==> config.mk <==
export PLATFORM = sky130hd
export DESIGN_NAME = wb_stage
export DESIGN_NICKNAME = d
export VERILOG_FILES = /design/src/rtl/core_pkg.sv /design/src/rtl/load_extend.sv /design/src/rtl/wb_stage.sv
export SDC_FILE = /design/constraint.sdc
export NUM_CORES = 1
export LEC_CHECK = 0
export BUFFER_PORTS_ARGS = -buffer_cell sky130_fd_sc_hd__buf_2
export CAP_MARGIN = 20
export CORE_MARGIN = 3
export CORE_UTILIZATION = 45
export CTS_BUF_LIST = sky130_fd_sc_hd__clkbuf_8
export DETAILED_ROUTE_END_ITERATION = 7
export HOLD_SLACK_MARGIN = 0.06
export PLACE_DENSITY = 0.71
export SLEW_MARGIN = 20
export SYNTH_ARGS = -nofsm -noshare
export SYNTH_HDL_FRONTEND = slang
export SYNTH_SLANG_ARGS = --single-unit
==> constraint.sdc <==
create_clock -name i_clk -period 12.6 [get_ports i_clk]
set_clock_uncertainty 0.1 [all_clocks]
set_input_delay 3.15 -clock i_clk [delete_from_list [all_inputs] [get_ports i_clk]]
set_output_delay 3.15 -clock i_clk [all_outputs]
set_load 0.01 [all_outputs]
==> src/rtl/core_pkg.sv <==
// Shared RV32I core definitions: datapath width, writeback select, load funct3 codes
// and the MEM/WB slot payload.
package core_pkg;

  localparam int unsigned XLEN = 32;

  typedef enum logic [1:0] {
    WB_ALU  = 2'b00,
    WB_LOAD = 2'b01,
    WB_PC4  = 2'b10
  } wb_sel_e;

  localparam logic [2:0] F3_LB  = 3'b000;
  localparam logic [2:0] F3_LH  = 3'b001;
  localparam logic [2:0] F3_LW  = 3'b010;
  localparam logic [2:0] F3_LBU = 3'b100;
  localparam logic [2:0] F3_LHU = 3'b101;

  // Contents of the MEM/WB pipeline register
  typedef struct packed {
    logic            valid;
    logic            rd_wren;
    logic [4:0]      rd_addr;
    logic [1:0]      wb_sel;
    logic [2:0]      funct3;
    logic [1:0]      addr_lsb;
    logic [XLEN-1:0] alu_data;
    logic [XLEN-1:0] ld_raw;
    logic [XLEN-1:0] pc_plus4;
  } mem_wb_t;

endpackage

==> src/rtl/load_extend.sv <==
// Load data extraction: picks the addressed byte/halfword from an aligned little-endian
// word and sign/zero-extends it according to funct3. Also used by the forwarding path.
module load_extend
  import core_pkg::*;
(
  input  logic [XLEN-1:0] raw_i,
  input  logic [2:0]      funct3_i,
  input  logic [1:0]      addr_lsb_i,
  output logic [XLEN-1:0] ext_o
);

  logic [7:0]  byte_v;
  logic [15:0] half_v;

  // Lane select then extension; unsupported funct3 yields zero
  always_comb begin
    byte_v = raw_i[{addr_lsb_i, 3'b000} +: 8];
    half_v = addr_lsb_i[1] ? raw_i[31:16] : raw_i[15:0];
    ext_o  = '0;
    case (funct3_i)
      F3_LB:   ext_o = {{(XLEN-8){byte_v[7]}}, byte_v};
      F3_LBU:  ext_o = {{(XLEN-8){1'b0}}, byte_v};
      F3_LH:   ext_o = {{(XLEN-16){half_v[15]}}, half_v};
      F3_LHU:  ext_o = {{(XLEN-16){1'b0}}, half_v};
      F3_LW:   ext_o = raw_i;
      default: ext_o = '0;
    endcase
  end

endmodule

==> src/rtl/wb_stage.sv <==
// MEM/WB pipeline register and writeback mux driving the register file write port.
// Optional: define WB_RETIRE_CNT_EN to add a 64-bit retired-instruction counter.
module wb_stage
  import core_pkg::*;
(
  input  logic            i_clk,
  input  logic            i_rst,
  input  logic            i_stall,
  input  logic            i_flush,
  input  logic            i_valid,
  input  logic            i_rd_wren,
  input  logic [4:0]      i_rd_addr,
  input  logic [1:0]      i_wb_sel,
  input  logic [2:0]      i_funct3,
  input  logic [1:0]      i_addr_lsb,
  input  logic [XLEN-1:0] i_alu_data,
  input  logic [XLEN-1:0] i_ld_raw,
  input  logic [XLEN-1:0] i_pc_plus4,
  output logic            o_rd_wren,
  output logic [4:0]      o_rd_addr,
  output logic [XLEN-1:0] o_rd_data,
  output logic            o_wb_valid
`ifdef WB_RETIRE_CNT_EN
  ,
  output logic [63:0]     o_retire_cnt
`endif
);

  mem_wb_t         slot_d, slot_q;
  logic [XLEN-1:0] ld_ext;

  // Slot next state: flush beats stall, stall beats capture
  always_comb begin
    slot_d = slot_q;
    if (i_flush) begin
      slot_d.valid = 1'b0;
    end else if (!i_stall) begin
      slot_d.valid    = i_valid;
      slot_d.rd_wren  = i_rd_wren;
      slot_d.rd_addr  = i_rd_addr;
      slot_d.wb_sel   = i_wb_sel;
      slot_d.funct3   = i_funct3;
      slot_d.addr_lsb = i_addr_lsb;
      slot_d.alu_data = i_alu_data;
      slot_d.ld_raw   = i_ld_raw;
      slot_d.pc_plus4 = i_pc_plus4;
    end
  end

  // MEM/WB register; reset drops the in-flight entry immediately
  always_ff @(posedge i_clk or posedge i_rst) begin
    if (i_rst) slot_q <= '0;
    else       slot_q <= slot_d;
  end

  load_extend u_load_extend (
    .raw_i      (slot_q.ld_raw),
    .funct3_i   (slot_q.funct3),
    .addr_lsb_i (slot_q.addr_lsb),
    .ext_o      (ld_ext)
  );

  // Write triple from the registered slot; x0 writes are suppressed
  always_comb begin
    o_wb_valid = slot_q.valid;
    o_rd_wren  = slot_q.valid & slot_q.rd_wren & (slot_q.rd_addr != 5'd0);
    o_rd_addr  = slot_q.valid ? slot_q.rd_addr : 5'd0;
    o_rd_data  = '0;
    if (slot_q.valid) begin
      case (slot_q.wb_sel)
        WB_ALU:  o_rd_data = slot_q.alu_data;
        WB_LOAD: o_rd_data = ld_ext;
        WB_PC4:  o_rd_data = slot_q.pc_plus4;
        default: o_rd_data = '0;
      endcase
    end
  end

`ifdef WB_RETIRE_CNT_EN
  logic [63:0] retire_cnt_d, retire_cnt_q;

  // Count an instruction once, on the edge where it leaves the stage
  always_comb begin
    retire_cnt_d = retire_cnt_q;
    if (slot_q.valid && (!i_stall || i_flush)) retire_cnt_d = retire_cnt_q + 64'd1;
  end

  // Retire counter register
  always_ff @(posedge i_clk or posedge i_rst) begin
    if (i_rst) retire_cnt_q <= '0;
    else       retire_cnt_q <= retire_cnt_d;
  end

  assign o_retire_cnt = retire_cnt_q;
`endif

endmodule
Yosys cells after proc, flatten, opt, wreduce, memory -nomap -nowiden
Cells that the tools add are included.

word-level totals
  flip-flop bits (word level) = 110
  input port bits = 114
  latch bits = 0
  RAM bits = 0
  bits in read-only memories = 0
  word-level logic and storage cells = 32
  output and inout bits = 39
  memories kept = 0

cells by class
  muxes and demuxes = 7
  $lt $le $gt $ge = 0
  bitwise operators = 4
  reduce and logical (&&, ||, !) cells = 4
  add/subtract/negate cells = 0
  shift-type cells = 1
  eq/ne operators = 7
  divide/modulo/power cells = 0
  multipliers = 0

operators with widths
  operator                                                                 count
  32-bit case mux with 5 select lines                                      1
  110-bit two-way mux                                                      1
  32-bit case mux with 3 select lines                                      1
  32-bit two-way mux                                                       1
  32-bit by 6-bit indexed part select with 8-bit output                    1
  16-bit two-way mux                                                       1
  3-bit equality test, second input constant                               2
  5-bit two-way mux                                                        1
  5-bit nonzero test                                                       1
  3-bit by 1-bit equality test with 1-bit output, second input constant    1
  3-bit by 2-bit equality test with 1-bit output, second input constant    1
  3-bit logical NOT                                                        1
  1-bit bitwise AND                                                        2
  2-bit by 1-bit equality test with 1-bit output, second input constant    1
  2-bit equality test, second input constant                               1
  2-bit logical NOT                                                        1
  2-bit by 1-bit inequality test with 1-bit output, second input constant  1
  1-bit NOT                                                                2
  2-bit AND reduction                                                      1
  1-bit two-way mux                                                        1

Longest topological paths before layout
  depth in word-level cells = 4
  gate-level depth with buffers = 7
  mapped depth without buffers = 4

By module
A second synthesis with hierarchy kept.

second synthesis, totals
  cell total of the unflattened synthesis = 496
  area total of the unflattened synthesis = 5,935.7 µm²

by module, submodules not included
  module       seq. area each (µm²)  area each (µm²)  cells each  times used
  wb_stage     2,752.6               5,123.7          387         1
  load_extend  0.0                   812.0            109         1

Least setup slack after synthesis
OpenSTA, ideal clock, no wires.

  path type = reg2out
  start = reg slot_q[98] (netlist name)
  end = out o_rd_data[10]
  arrival time = 1.473 ns
  cell stages (with the launch flop) = 7
  path slack = 7.877 ns
  data required time = 9.350 ns
  path buffers = 2
  cells stage by stage = dfrtp_1 -> buf_2 -> nor3b_2 -> a21o_1 -> buf_2 -> a221oi_1 -> o22ai_1

between the ends
  word-level cells in the longest chain between the ends = 4
  elaborated cells between the ends (all ways) = 8
  classes of those cells = 4 x eq/ne; 3 x mux; 1 x reduce/logical

ends and longest elaborated chain
  item                                                                    line               source
  from (decl)                                                             wb_stage.sv:29     mem_wb_t slot_d, slot_q;
  from (signal assigned)                                                  wb_stage.sv:53     else slot_q <= slot_d;
  3-bit by 2-bit equality test with 1-bit output (tied with other cells)  load_extend.sv:20  case (funct3_i)
  32-bit case mux with 5 select lines *                                   load_extend.sv:20
  32-bit case mux with 3 select lines *                                   wb_stage.sv:70     case (slot_q.wb_sel)
  32-bit two-way mux *                                                    wb_stage.sv:69     if (slot_q.valid) begin
  to (decl)                                                               wb_stage.sv:21     output logic [XLEN-1:0] o_rd_data,

Every way passes the cells marked *; elsewhere a longest branch is shown, timed or not.

Final worst setup path
  start = reg slot_q[102] (netlist name)
  end = out o_rd_data[0]

between the ends
  word-level cells in the longest chain between the ends = 3
  elaborated cells between the ends (all ways) = 5
  classes of those cells = 2 x eq/ne; 2 x mux; 1 x reduce/logical

ends and longest elaborated chain
  item                                         line
  2-bit equality test (tied with other cells)  wb_stage.sv:70
  32-bit case mux with 3 select lines *        wb_stage.sv:70
  32-bit two-way mux *                         wb_stage.sv:69

Marks and branches as above.

==> flow_summary.toml <==
[setup_path]
r2r_setup_slack_ns = 11.07
slowest_delay_ns = 0.61
cp_top_family = "compound AO/OA/AOI/OAI gates"
crit_path_start_kind = "register"
critPathRequiredTime_ns = 9.35
path_cells = "buf_4 -> a21boi_2 -> nand2_2 -> o22ai_1 -> buf_2"
cp-end-kind = "output port"
arrival_ns = 2.80
slowest_stage = "dfrtp_2"
cp.buffers_inverters = 2
crit_type = "reg2out"
worstPathMaxFanout = 19

[synthesis]
syn-num-nets = 533
yosysWarnings = 0
synth_cell_type_count = 27
avgSynthCellArea_um2 = 12.7
netlist_instances = 419
ys_ff_latch = 110
synth_seq_area_share_pct = 51.5
syn_area_mm2 = 0.00534

[sta]
period_share_pct = 48.1
fin_tns_setup_ns = 0
finalSetupViolCount = 0
hold_viol = 0
timing.final.crit_period_ns = 6.05
tightest_slew_ns = 1.07
relSlewSlack_pct = 28.4
rsz0062_at_grt = "false"
slew_viol_final = 0
fmax_mhz = 165

[clock_network]
path_clk_slew_ns = 0.10
post-cts-setup-buffer-count = 0
numCtsBuffers = 9
cts_resized = 0
cts.htree.levels = 3
clock_path_buffers = 2
cts_root_buf = "clkbuf_8"
clock_latency_ns = 0.38
cts_tree = "done"
cts.sinks = 110
ctsHoldBuffers = 0

[drt]
first_pass_iters = 5
drt-initial-drc-count = 201
viasPerCell = 5.62
vias = 3956
wl_mm = 13.4
antenna_left = 0
wl_per_cell_um = 19.0
drc = 0

[placed_design]
place_congestion = 0.867
place_inst = 688
dp.final_hpwl_mm = 9.85
portBuffers = 152

[power]
ir_drop_v = 0.0000789
p_sw_share_pct = 29.4
powerDensity_mw_per_mm2 = 134
clkPwrFrac_pct = 24.6
power.internal_uw = 604
pwr-share-seq_pct = 52.5
total_leakage_power_uw = 0.00294
p_switching_uw = 252
combPwrFrac_pct = 22.9

[floorplan]
die_h_um = 115
row_count = 39
fp.coreArea_mm2 = 0.0115
initial_core_util_pct = 46.4
die_area_mm2 = 0.0132
die_w_um = 115
io_pins = 153

[finish]
nets = 670
stdcell_count = 704
area_growth_pct = 19.3
drive_gt1_share_pct = 52.9
fillers = 1019
insertedDiodeCount = 0

[grt]
first_global_vias = 3967
grt_max_degree = 62
grt_overflow = 0
grt_pass1_wl_mm = 20.6
antenna_found_initial = 0
grtUsageTotal_pct = 20.5

[min_path]
min_path_type = "reg2reg"

[status]
status = "complete, no violations"

[flow_run]
cap_violations = 0
## routing by layer
metal	wire length, um	GRT usage (%)
met4	469	10.4
met3	876	5.05
met5	0	0
met2	6640	32.9
met1	5400	25.7
## Yosys cell counts
cell        n  area share (%)
a21boi_1    1            0.14
a21o_1      2            0.28
a21oi_1    33             3.1
a221oi_1    9             1.5
a222oi_1    7             1.3
and2_1      5            0.59
and2_2      1            0.14
and3b_1     3            0.49
buf_2      21             2.0
buf_4       2            0.28
clkbuf_1    8            0.56
dfrtp_1   110              52
inv_1       1           0.070
mux2_2    116              24
mux2i_1    33             6.2
mux4_2      2            0.84
nand2_1     2            0.14
nand2_2     1            0.12
nand2b_1    2            0.23
nor2_1     22             1.5
nor2_2      1            0.12
nor3b_2     1            0.23
nor4b_4     1            0.45
o21ai_0    18             1.7
o22ai_1    15             1.8
o311a_1     1            0.19
or3_1       1            0.12
## sequential cells by signal, summed over array words and instances, names as in the netlist
signal      flops
o_wb_valid      1
slot_q        109
## worst paths after layout
kind	startpoint	depth (start not counted)	endpoint
min in group asynchronous	i_rst	2	slot_q[85]
max in group asynchronous	i_rst	3	slot_q[102]
max reg2reg	slot_q[102]	2	slot_q[102]
min	slot_q[87]	1	slot_q[87]
max	slot_q[102]	5	o_rd_data[0]
min reg2reg	slot_q[87]	1	slot_q[87]
## worst register-to-register path: cells and delay by family, from the launching register on
family	cells	cell delay, ns
muxes	1	0.24
buffers and inverters	1	0.43
DFF	1	0.71
## cell usage in the layout (no fill, tap or decap), types with 2 or more instances in the layout
master	instances
a222oi_1	7
nor2_1	22
mux4_2	2
dfrtp_1	109
o22ai_1	15
buf_2	152
clkbuf_8	10
nand2b_1	2
inv_1	2
mux2i_1	33
a21o_1	2
buf_4	5
mux2_2	116
a21oi_1	33
and2_1	5
and3b_1	3
a221oi_1	9
nand2_1	2
clkinv_2	2
o21ai_0	18
## cell type report
type / instances / area [um^2] / area share, %
Sequential cell: 110 / 2750 / 43.2
Multi-Input combinational cell: 277 / 2440 / 38.3
Timing Repair Buffer: 157 / 798 / 12.5
Tap cell: 143 / 179 / 2.81
Clock buffer: 10 / 138 / 2.16
Clock inverter: 6 / 55.1 / 0.864
Inverter: 1 / 6.26 / 0.0982
## power groups by stage
stage	combinational (uW)	sequential [uW]	clock [uW]
2_1_floorplan	152	434	0
5_1_grt	215	457	231
6_report	196	449	211
3_5_place_dp	197	456	0
3_3_place_gp	192	454	0
4_1_cts	198	449	217
## logic make-up (layout without fill, tap and decap cells)
family / count (synthesis) / after routing / synth area share (%)
AOI/OAI and AO/OA: 86 / 86 / 9.93
and+or+nand+nor: 40 / 40 / 4.17
buffers and inverters: 32 / 174 / 2.88
muxes: 151 / 151 / 31.5
DFF: 110 / 110 / 51.5
## stage by stage
step / hold slack (ns) / cell area [um^2] / setup slack (ns) / total power [uW] / util, %
floorplan: 0.380 / 5340 / 6.45 / 586 / -
global placement: 0.391 / 6180 / 6.66 / 646 / 53.6
detailed placement: 0.394 / 6180 / 6.53 / 653 / 53.6
CTS: 0.417 / 6370 / 6.09 / 864 / 55.3
global route: 0.429 / 6370 / 6.32 / 902 / 55.3
finish: 0.413 / 6370 / 6.55 / 856 / 55.3
(Power assumes the default switching activity.)
